`src/rtl/regfile_write_buffer_pkg.sv`:
```
// rtl/regfile_write_buffer_pkg.sv - shared widths, zero-register constant and entry type
//   WB_DATA_W  : default register data width
//   WB_ADDR_W  : default register address width
//   REG_ZERO   : hard-wired zero register address; writes to it are dropped
//   wb_entry_t : one pending write {addr, data}
package regfile_write_buffer_pkg;

  localparam int WB_DATA_W = 32;
  localparam int WB_ADDR_W = 5;

  localparam logic [WB_ADDR_W-1:0] REG_ZERO = '0;

  typedef struct packed {
    logic [WB_ADDR_W-1:0] addr;
    logic [WB_DATA_W-1:0] data;
  } wb_entry_t;

endpackage

```
`src/rtl/regfile_write_buffer_bypass_match.sv`:
```
// rtl/regfile_write_buffer_bypass_match.sv - youngest-match lookup over the pending-write array
//   entries : pending-write storage
//   valid   : per-slot occupancy mask
//   wr_ptr  : next slot to be written (the slot just before it is the youngest)
//   addr    : lookup register address
//   hit     : a valid entry targets addr (never for the zero register)
//   data    : data of the youngest matching entry, 0 when no hit
module regfile_bypass_match
  import regfile_write_buffer_pkg::*;
#(
  parameter int DEPTH = 4,
  parameter int PTR_W = 2
) (
  input  wb_entry_t              entries [DEPTH],
  input  logic [DEPTH-1:0]       valid,
  input  logic [PTR_W-1:0]       wr_ptr,
  input  logic [WB_ADDR_W-1:0]   addr,
  output logic                   hit,
  output logic [WB_DATA_W-1:0]   data
);

  logic [PTR_W-1:0] idx;

  // Walk from oldest (wr_ptr - DEPTH) to youngest (wr_ptr - 1) so the last
  // match seen wins. PTR_W'(DEPTH) wraps to 0, which is the oldest slot.
  always_comb begin
    hit  = 1'b0;
    data = '0;
    idx  = '0;
    for (int i = DEPTH; i >= 1; i--) begin
      idx = wr_ptr - PTR_W'(i);
      if (valid[idx] && (entries[idx].addr == addr) && (addr != REG_ZERO)) begin
        hit  = 1'b1;
        data = entries[idx].data;
      end
    end
  end

endmodule

```
`src/rtl/regfile_write_buffer.sv`:
```
// rtl/regfile_write_buffer.sv - in-order write-back FIFO in front of the register file write port
//   Optional feature macro: WB_COALESCE_EN (push to a pending address overwrites it in place)
//   CLOCK, RESET_N             : clock, synchronous active-low reset
//   IN_VALID/IN_READY/IN_A/IN_D: write request handshake, address, data
//   DRAIN_EN                   : write port free this cycle
//   A3/WD/WE                   : register file write port (head entry)
//   Q1_A/Q1_HIT/Q1_D           : operand 1 bypass lookup
//   Q2_A/Q2_HIT/Q2_D           : operand 2 bypass lookup
//   EMPTY                      : no pending entries
module regfile_write_buffer
  import regfile_write_buffer_pkg::*;
#(
  parameter int DEPTH  = 4,
  parameter int DATA_W = WB_DATA_W,
  parameter int ADDR_W = WB_ADDR_W
) (
  input  logic              CLOCK,
  input  logic              RESET_N,
  input  logic              IN_VALID,
  output logic              IN_READY,
  input  logic [ADDR_W-1:0] IN_A,
  input  logic [DATA_W-1:0] IN_D,
  input  logic              DRAIN_EN,
  output logic [ADDR_W-1:0] A3,
  output logic [DATA_W-1:0] WD,
  output logic              WE,
  input  logic [ADDR_W-1:0] Q1_A,
  output logic              Q1_HIT,
  output logic [DATA_W-1:0] Q1_D,
  input  logic [ADDR_W-1:0] Q2_A,
  output logic              Q2_HIT,
  output logic [DATA_W-1:0] Q2_D,
  output logic              EMPTY
);

  localparam int PTR_W = $clog2(DEPTH);

  wb_entry_t          mem [DEPTH];
  logic [PTR_W-1:0]   wr_ptr;
  logic [PTR_W-1:0]   rd_ptr;
  logic [PTR_W:0]     count;
  logic [DEPTH-1:0]   valid;
  logic               accept;
  logic               alloc;
  logic               coal_hit;

  assign EMPTY    = (count == '0);
  assign IN_READY = (count != (PTR_W+1)'(DEPTH));
  // Gated by RESET_N so a reset arriving mid-drain never commits the head.
  assign WE       = RESET_N && !EMPTY && DRAIN_EN;
  assign A3       = EMPTY ? '0 : mem[rd_ptr].addr;
  assign WD       = EMPTY ? '0 : mem[rd_ptr].data;

  // Requests to the zero register are acknowledged but never stored.
  assign accept   = IN_VALID && IN_READY && (IN_A != REG_ZERO);
  assign alloc    = accept && !coal_hit;

  // Slot j is occupied when its distance from the head is below count.
  always_comb begin
    valid = '0;
    for (int j = 0; j < DEPTH; j++) begin
      valid[j] = ({1'b0, PTR_W'(j) - rd_ptr} < count);
    end
  end

`ifdef WB_COALESCE_EN
  logic [PTR_W-1:0] coal_idx;

  // At most one entry per address exists. The head leaving this cycle is
  // excluded so the new value gets its own slot instead of being lost.
  always_comb begin
    coal_hit = 1'b0;
    coal_idx = '0;
    for (int j = 0; j < DEPTH; j++) begin
      if (valid[j] && (mem[j].addr == IN_A) && !(WE && (PTR_W'(j) == rd_ptr))) begin
        coal_hit = 1'b1;
        coal_idx = PTR_W'(j);
      end
    end
  end
`else
  assign coal_hit = 1'b0;
`endif

  always_ff @(posedge CLOCK) begin
    if (!RESET_N) begin
      wr_ptr <= '0;
      rd_ptr <= '0;
      count  <= '0;
    end else begin
      if (alloc) wr_ptr <= wr_ptr + PTR_W'(1);
      if (WE)    rd_ptr <= rd_ptr + PTR_W'(1);
      case ({alloc, WE})
        2'b10:   count <= count + (PTR_W+1)'(1);
        2'b01:   count <= count - (PTR_W+1)'(1);
        default: count <= count;
      endcase
    end
  end

  // Entry payload carries no reset; occupancy is defined by the pointers.
  always_ff @(posedge CLOCK) begin
    if (alloc) begin
      mem[wr_ptr] <= '{addr: IN_A, data: IN_D};
    end
`ifdef WB_COALESCE_EN
    else if (accept && coal_hit) begin
      mem[coal_idx].data <= IN_D;
    end
`endif
  end

  regfile_bypass_match #(.DEPTH(DEPTH), .PTR_W(PTR_W)) u_match_q1 (
    .entries (mem),
    .valid   (valid),
    .wr_ptr  (wr_ptr),
    .addr    (Q1_A),
    .hit     (Q1_HIT),
    .data    (Q1_D)
  );

  regfile_bypass_match #(.DEPTH(DEPTH), .PTR_W(PTR_W)) u_match_q2 (
    .entries (mem),
    .valid   (valid),
    .wr_ptr  (wr_ptr),
    .addr    (Q2_A),
    .hit     (Q2_HIT),
    .data    (Q2_D)
  );

endmodule

```
`config.mk`:
```
export PLATFORM = sky130hd
export DESIGN_NAME = regfile_write_buffer
export DESIGN_NICKNAME = d
export VERILOG_FILES = /design/src/rtl/regfile_write_buffer_pkg.sv /design/src/rtl/regfile_write_buffer_bypass_match.sv /design/src/rtl/regfile_write_buffer.sv
export SDC_FILE = /design/constraint.sdc
export NUM_CORES = 1
export LEC_CHECK = 0
export CAP_MARGIN = 20
export CORE_UTILIZATION = 35
export CTS_CLUSTER_DIAMETER = 30
export DETAILED_ROUTE_END_ITERATION = 6
export GPL_ROUTABILITY_DRIVEN = 1
export PLACE_DENSITY = 0.51
export RECOVER_POWER = 50
export SYNTH_ARGS = -nofsm -noshare
export SYNTH_HDL_FRONTEND = slang
export SYNTH_SLANG_ARGS = --single-unit
```
`constraint.sdc`:
```
create_clock -name CLOCK -period 5.4 [get_ports CLOCK]
set_clock_uncertainty 0.2 [all_clocks]
set_input_delay 1.08 -clock CLOCK [delete_from_list [all_inputs] [get_ports CLOCK]]
set_output_delay 1.08 -clock CLOCK [all_outputs]
set_load 0.02 [all_outputs]
```
==> out/qor_table.md, run 1 <==
| Group | Item | Value |
|:---|:---|:---|
| run status | Outcome | finished, violations left |
| run status | Violations in the final reports | max-capacitance violations, max-slew violations |
| timing | Final Hold Vio Count | 0 |
| pwr | Leakage Power | 0.00570 uW |
| synth | YS warnings | 0 |
| setup path | CP Buf/Inv Count | 5 |
| timing | Final-layout worst hold slack | 426 ps |
| setup path | Chain of cells forming the critical path | inv_2 -> ha_4 -> buf_4 -> buf_6 -> mux4_2 -> xor2_1 -> a21oi_1 -> and4_4 -> buf_12 -> and3_1 -> o32a_1 -> clkdlybuf4s50_1 |
| min path | Kind of path behind the tightest hold check | flip-flop to flip-flop |
| global routing | Remaining global-route overflow | 0 |
| synth | Post-synthesis cell type count | 58 |
| pwr | Combinational Power Share | 44.6% |
| place | Post-placement worst setup slack | -148 ps |
| setup path | Critical path capture point type | output pin |
| cells and area | Fill count | 3437 |
| clock network | Clock network latency to the later pin of the worst-skew pair | 430 ps |
| floorplan | Total number of placement rows | 70 |
| clock network | TritonCTS clock tree | built |
| floorplan | Initial cell density of the core | 35.8% |
| cells and area | Nets | 1253 |
| synth | Proportion of netlist area held by the largest area contributor | 33.5% |
| global routing | Number of antenna violations at the first check in global routing | 5 |
| clock network | Clock Tree Buf Depth | 2 |
| floorplan | Total I/O pin count | 157 |
| cells and area | Most used cells in the layout excluding fill and tap cells | sky130_fd_sc_hd__edfxtp_1, sky130_fd_sc_hd__mux4_2, sky130_fd_sc_hd__clkdlybuf4s50_1, sky130_fd_sc_hd__and3_1, sky130_fd_sc_hd__o21ai_0 |
| cells and area | Ratio of cells with drive above 1 in the final layout | 27.9% |
| synth | Synthesized Nets | 1121 |
| clock network | Register clock-pin slew on the reported worst setup and hold paths | 70 ps |
| timing | Worst-margin pin slew | 2290 ps |
| setup path | Largest fanout on the critical path | 28 |
| synth | Most common flop cell mapped by yosys | sky130_fd_sc_hd__edfxtp_1 |
| clock network | Total CTS buffers | 17 |
| synth | Sequential fraction of the synthesis area | 34.6% |
| synth | Post-synthesis cell type with the largest combined area | sky130_fd_sc_hd__edfxtp_1 |
| timing | Tightest slew margin relative to the limit | -52.5% |
| route | 1st-iter DRT viols | 804 |
| timing | Number of pins exceeding their max-slew limit in the final report | 37 |
| timing | Min setup slack post-route | 107 ps |
| synth | Asr flop ratio synth | 0% |
| setup path | Category of the critical setup timing path | flip-flop to output pin |
| route | Per-cell routed wire length | 25.1 microns |
| clock network | Deepest level of the CTS H-tree | 4 |
| route | Total number of vias | 10300 |
| cells and area | Register area | 4600 sq um |
| timing | Max Fclk | 189 MHz |
| place | Quantity of I/O buffers inserted on ports | 156 |
| synth | Number of synthesized register bits | 155 |
| clock network | Clock sink count | 155 |
| route | Mean number of vias per cell | 6.00 |
| pwr | Fraction of power spent switching nets | 35.4% |
| timing | Sum of negative setup slack | 0 ps |
| synth | Synth Cell Area | 13200 sq um |
| route | Remaining antenna violation count | 0 |
| run | Number of maximum-capacitance constraint violations | 2 |
| global routing | Pin count of the biggest net entering global routing | 67 |
| synth | Post-Synthesis Cells | 1060 |
| pwr | Worst IR drop on VDD | 0.000219 V |
| clock network | Hold-fix buffer count after cts | 0 |
| setup path | Crit path largest cell delay | 620 ps |
| floorplan | Die width | 197 microns |
| setup path | CP top delay family | buffers and inverters |
| place | Placement Cell Area | 15600 sq um |
| setup path | CP max stage cell | sky130_fd_sc_hd__clkdlybuf4s50_1 |
| cells and area | Final Cell Area | 16400 sq um |
| synth | Number of synthesized flops with an enable pin | 148 |
| global routing | Number of global-route vias before repair | 10200 |
| global routing | Gr usage total | 22.5% |
| cells and area | Leading cell type in the layout, fill and taps excluded | sky130_fd_sc_hd__edfxtp_1 |
| place | Placed Cells | 1670 |
| setup path | Category of the worst setup path launch point | flip-flop |
| pwr | Reported net switching power | 1820 uW |
| pwr | Cell internal pwr | 3330 uW |
| floorplan | Placeable core area | 37000 sq um |
| floorplan | Area of the die | 38600 sq um |
| clock network | Clock Root Buffer | sky130_fd_sc_hd__clkbuf_16 |
| timing | Minimum clock period after layout | 5290 ps |
| cells and area | Layout Cells excl Fill | 1712 |
| global routing | Wire length of the first global-routing pass | 64900 microns |
| route | Residual DRC | 0 |
| route | Total Wirelength | 42900 microns |
| timing | Setup violation total in the final timing report | 0 |
| place | Post-DP HPWL | 27800 microns |
| place | Placer's final routability congestion estimate | 0.839 |
| synth | Mean area per synthesized cell | 12.5 sq um |
| synth | Top post-synthesis cells by area | sky130_fd_sc_hd__edfxtp_1, sky130_fd_sc_hd__mux4_2, sky130_fd_sc_hd__mux2i_1, sky130_fd_sc_hd__and3_1, sky130_fd_sc_hd__a211oi_2 |
| cells and area | Total area of multi-input combinational cells | 8090 sq um |
| pwr | Sequential fraction of design power | 29.1% |
| floorplan | Die span in y | 197 microns |
| route | DR pass1 iterations | 5 |
| timing | Share of the clock period used by the worst path after layout | 98.0% |
| timing | RSZ-0062 raised after global routing | no |
| cells and area | Area Growth Syn to Fin | 23.6% |
| pwr | Power density normalized to cell area | 314 nW/um^2 |
| setup path | CP Data Arrival Time | 4010 ps |
| pwr | Part of the power in the clock network | 26.3% |
| setup path | Data required time at the worst endpoint | 4120 ps |
-- final timing paths --
kind	start	to	slack (ps)	cells past startpoint
min	count[1]	count[1]	430	3
min reg2reg	count[1]	count[1]	430	3
max reg2reg	count[0]	mem[51]	1320	6
max	wr_ptr[0]	Q1_D[17]	110	12
-- power by group through the flow --
stage / Clock [uW] / Sequential, uW / Combinational [uW]
2_1_floorplan: 0 / 1490 / 1510
3_3_place_gp: 0 / 1510 / 2270
3_5_place_dp: 0 / 1520 / 2270
4_1_cts: 1380 / 1490 / 2320
5_1_grt: 1410 / 1510 / 2450
6_report: 1350 / 1500 / 2290
-- state kept, by name (all words and copies together), names as in the netlist --
signal,flops
wr_ptr,2
mem,148
rd_ptr,2
count,3
-- Yosys cell counts, types with 5 or more instances --
library cell,instances
sky130_fd_sc_hd__mux2i_1,50
sky130_fd_sc_hd__mux4_1,6
sky130_fd_sc_hd__nor3b_1,31
sky130_fd_sc_hd__mux2_2,29
sky130_fd_sc_hd__a211oi_1,34
sky130_fd_sc_hd__buf_6,13
sky130_fd_sc_hd__o32a_1,32
sky130_fd_sc_hd__a211oi_2,29
sky130_fd_sc_hd__a21oi_1,12
sky130_fd_sc_hd__nor2b_1,41
sky130_fd_sc_hd__nor3_1,8
sky130_fd_sc_hd__nand3_1,36
sky130_fd_sc_hd__ha_1,9
sky130_fd_sc_hd__buf_1,12
sky130_fd_sc_hd__edfxtp_1,148
sky130_fd_sc_hd__buf_2,25
sky130_fd_sc_hd__xnor2_1,34
sky130_fd_sc_hd__clkbuf_1,56
sky130_fd_sc_hd__inv_1,13
sky130_fd_sc_hd__nor2_1,35
sky130_fd_sc_hd__dfxtp_1,7
sky130_fd_sc_hd__nand2_1,41
sky130_fd_sc_hd__nand2b_1,6
sky130_fd_sc_hd__and3_1,69
sky130_fd_sc_hd__xor2_1,18
sky130_fd_sc_hd__and2_1,10
sky130_fd_sc_hd__mux4_2,143
sky130_fd_sc_hd__buf_4,5
sky130_fd_sc_hd__o21ai_0,63
-- through the flow --
step                      total power, uW  utilization, %
after floorplan                      3000               -
after global placement               3780            42.2
after detailed placement             3790            42.2
after CTS                            5200            44.2
after global routing                 5380            44.3
final                                5150            44.3
-- layout make-up --
class                      count  area share [%]
multi-input combinational    778            49.4
sequential                   155            28.1
timing repair buffer         227            14.4
tap                          504            3.85
clock buffer                  19            2.64
clock inverter                13            1.31
inverter                      13           0.298
antenna                        3          0.0458
-- cells by family after synthesis --
group	synth area share [%]
adder cells (fa/ha/maj)	1.00
AND/OR/NAND/NOR	12.7
multiplexers	31.8
XOR/XNOR	3.44
buffers and inverters	4.95
AO/OA/AOI/OAI	11.5
flip-flops	34.6
-- what timing repair did --
action                     in CTS  in global routing
pin swaps                       2                  0
setup endpoints to repair      64                 36
gates resized for setup        42                 20
cloned                          2                  0
setup buffers                   5                  0
-- per-layer routing --
metal	track usage, %	vias to the layer above	routed length (microns)
met5	0	-	28
met1	30.0	5286	18600
li1	-	4568	-
met2	36.8	348	21100
met4	7.52	4	964
met3	4.09	64	2180
-- worst reg2reg max path: stages (launching register included) --
cell and delay (ps):
sky130_fd_sc_hd__dfxtp_1 460, sky130_fd_sc_hd__inv_1 120, sky130_fd_sc_hd__nand3_1 120, sky130_fd_sc_hd__nand2_1 100
sky130_fd_sc_hd__a21oi_1 590, sky130_fd_sc_hd__and2_0 1140, sky130_fd_sc_hd__clkbuf_2 910
Note: power is estimated with default switching activity, not from simulation.
==> inputs of run 2 (changes only) <==
--- a/config.mk
+++ b/config.mk
@@ -10,8 +10,10 @@
 export CTS_CLUSTER_DIAMETER = 30
 export DETAILED_ROUTE_END_ITERATION = 6
 export GPL_ROUTABILITY_DRIVEN = 1
+export GPL_TIMING_DRIVEN = 0
 export PLACE_DENSITY = 0.51
 export RECOVER_POWER = 50
+export SLEW_MARGIN = 20
 export SYNTH_ARGS = -nofsm -noshare
 export SYNTH_HDL_FRONTEND = slang
 export SYNTH_SLANG_ARGS = --single-unit
==> run 2 against run 1 <==
Compared with the run above:
- the run still ends with max-capacitance violations, max-slew violations left
- first-iteration DRC count grew 36%
- core utilization grew 0.11 points
- critical path type unchanged
- power shrank 2.2%
- sequential share of layout area shrank 0.13 points
- register-to-register slack gained 30 ps
==> out/qor_table.md, run 2 (synthesis results as in run 1) <==
| Group | Item | Value |
|:---|:---|:---|
| min path | Kind of path behind the tightest hold check | flip-flop to flip-flop |
| setup path | Most Frequent Cell on Critical Path | sky130_fd_sc_hd__buf_6 |
| clock network | Deepest level of the CTS H-tree | 4 |
| cells and area | Max reg flops | 148 |
| clock network | Clock Tree Buf Depth | 2 |
| floorplan | Die span in y | 197 microns |
| floorplan | Total number of placement rows | 70 |
| timing | Final-layout worst hold slack | 397 ps |
| global routing | Number of antenna violations at the first check in global routing | 0 |
| pwr | Power density normalized to cell area | 307 nW/um^2 |
| timing | Tightest slew margin relative to the limit | -68.5% |
| timing | Max Fclk | 187 MHz |
| cells and area | Nets | 1307 |
| clock network | Register clock-pin slew on the reported worst setup and hold paths | 60 ps |
| global routing | Remaining global-route overflow | 0 |
| run | Number of maximum-capacitance constraint violations | 1 |
| setup path | Category of the worst setup path launch point | flip-flop |
| setup path | Data required time at the worst endpoint | 4120 ps |
| pwr | Worst IR drop on VDD | 0.000263 V |
| clock network | Clock network latency to the later pin of the worst-skew pair | 460 ps |
| cells and area | Ratio of cells with drive above 1 in the final layout | 34.4% |
| cells and area | Largest registers | mem: 148 flops, count: 3 flops |
| route | DR pass1 iterations | 6 |
| route | Total number of vias | 10900 |
| setup path | Critical path capture point type | output pin |
| route | Residual DRC | 0 |
| clock network | Clock Root Buffer | sky130_fd_sc_hd__clkbuf_16 |
| cells and area | Leading cell type in the layout, fill and taps excluded | sky130_fd_sc_hd__edfxtp_1 |
| global routing | Number of global-route vias before repair | 10900 |
| setup path | Chain of cells forming the critical path | buf_6 -> inv_2 -> clkbuf_8 -> ha_4 -> buf_8 -> buf_12 -> buf_12 -> mux2i_2 -> xnor2_1 -> o41ai_2 -> and4_4 -> buf_6 -> buf_6 -> nor3b_1 -> o32a_1 -> clkdlybuf4s15_1 |
| floorplan | Total I/O pin count | 157 |
| timing | Minimum clock period after layout | 5340 ps |
| clock network | Clock sink count | 155 |
| setup path | Category of the critical setup timing path | flip-flop to output pin |
| setup path | Largest fanout on the critical path | 12 |
| timing | Worst-margin pin slew | 2530 ps |
| pwr | Leakage Power | 0.00557 uW |
| run status | Violations in the final reports | max-capacitance violations, max-slew violations |
| timing | Share of the clock period used by the worst path after layout | 98.9% |
| run status | Outcome | finished, violations left |
| route | 1st-iter DRT viols | 1096 |
| route | Total Wirelength | 48600 microns |
| place | Quantity of I/O buffers inserted on ports | 147 |
| route | Remaining antenna violation count | 0 |
| global routing | Gr usage total | 25.4% |
| timing | Final Hold Vio Count | 0 |
| global routing | Pin count of the biggest net entering global routing | 38 |
| floorplan | Die width | 197 microns |
| clock network | TritonCTS clock tree | built |
| setup path | Setup slack of the worst register-to-register path | 1350 ps |
| floorplan | Placeable core area | 37000 sq um |
| cells and area | Biggest register | mem |
| clock network | Total CTS buffers | 17 |
| cells and area | Area Growth Syn to Fin | 23.9% |
| setup path | CP Data Arrival Time | 4060 ps |
| setup path | Crit path largest cell delay | 400 ps |
| floorplan | Initial cell density of the core | 35.8% |
| cells and area | Final Cell Area | 16400 sq um |
| floorplan | Area of the die | 38600 sq um |
| global routing | Wire length of the first global-routing pass | 71800 microns |
| cells and area | Most used cells in the layout excluding fill and tap cells | sky130_fd_sc_hd__edfxtp_1, sky130_fd_sc_hd__mux4_2, sky130_fd_sc_hd__and3_1, sky130_fd_sc_hd__o21ai_0, sky130_fd_sc_hd__clkdlybuf4s50_1 |
| route | Per-cell routed wire length | 27.6 microns |
| place | Post-DP HPWL | 33200 microns |
| place | Placer's final routability congestion estimate | 0.889 |
| timing | Number of pins exceeding their max-slew limit in the final report | 38 |
| cells and area | Diode count | 0 |
| place | Placement Cell Area | 15400 sq um |
| clock network | Hold-fix buffer count after cts | 0 |
| cells and area | Fill count | 3530 |
| route | Mean number of vias per cell | 6.20 |
| timing | Setup violation total in the final timing report | 0 |
| setup path | CP max stage cell | sky130_fd_sc_hd__o41ai_2 |
## run 2: changes by cell type in the layout (fill, tap and decap cells not counted), sizes merged, moves of 4 or more
cell	previous run	this run
inv	16	12
buf	69	105
clkdlybuf4s15	3	27
bufinv	5	0
dlymetal6s2s	10	0
dlygate4sd2	26	4
clkdlybuf4s50	74	42
clkbuf	23	84
clkinv	2	7
## run 2: critical path, delay by kind of cell, from the launching register on
kind                       cells  cell delay (ps)
AOI/OAI and AO/OA              2              720
xor gates and xnor gates       1              130
adders and majority gates      1              330
buffers and inverters          9             1440
DFF                            1              340
muxes                          1              250
and+or+nand+nor                2              360
## run 2: worst paths after layout
check                  from        to  cells after the start
setup / recovery  wr_ptr[0]  Q1_D[26]                     16
hold / removal     count[1]  count[1]                      3
setup reg to reg   count[2]   mem[90]                      5
hold reg to reg    count[1]  count[1]                      3
## run 2: layer usage
layer / track usage, % / part of all wire [%] / vias up
met3: 4.52 / 7.3 / 71
met2: 40.1 / 47 / 568
met4: 10.0 / 3.0 / 0
met5: 0 / 0 / -
li1: - / - / 4677
met1: 34.8 / 43 / 5620
## run 2: where the power goes
group | total (uW) | internal (uW) | switching (uW) | leakage, uW
Clock | 1090 | 580 | 507 | 0.000237
Combinational | 2450 | 1120 | 1330 | 0.00391
Sequential | 1500 | 1410 | 82.8 | 0.00142
Total | 5040 | 3120 | 1920 | 0.00557
## run 2: metrics by stage
stage / util [%] / power (uW) / setup WS (ps) / TNS (ps) / instances
after floorplan: - / 3000 / 488 / 0 / 1060
after global placement: 41.5 / 3830 / -1710 / -102380 / 1711
after detailed placement: 41.6 / 3830 / -1740 / -102910 / 1712
after CTS: 44.1 / 5020 / -5.82 / -11.0 / 1759
after global routing: 44.4 / 5240 / -0.845 / -0.845 / 1763
final: 44.4 / 5040 / 60.4 / 0 / 1763
## run 2: repair_timing
action,CTS,global route
setup endpoints to repair,66,66
cloned,1,0
gates resized for setup,331,43
buffers inserted,14,6
pin swaps,20,9
## run 2: layout make-up
class / count / area, sq um / share of cell area, %
Buffer: 112 / 800 / 4.87
Inverter: 13 / 52.6 / 0.320
Tap cell: 504 / 631 / 3.84
Clock inverter: 12 / 77.6 / 0.472
Multi-Input combinational cell: 778 / 8280 / 50.4
Clock buffer: 20 / 437 / 2.66
Timing Repair Buffer: 169 / 1550 / 9.45
Sequential cell: 155 / 4590 / 27.9
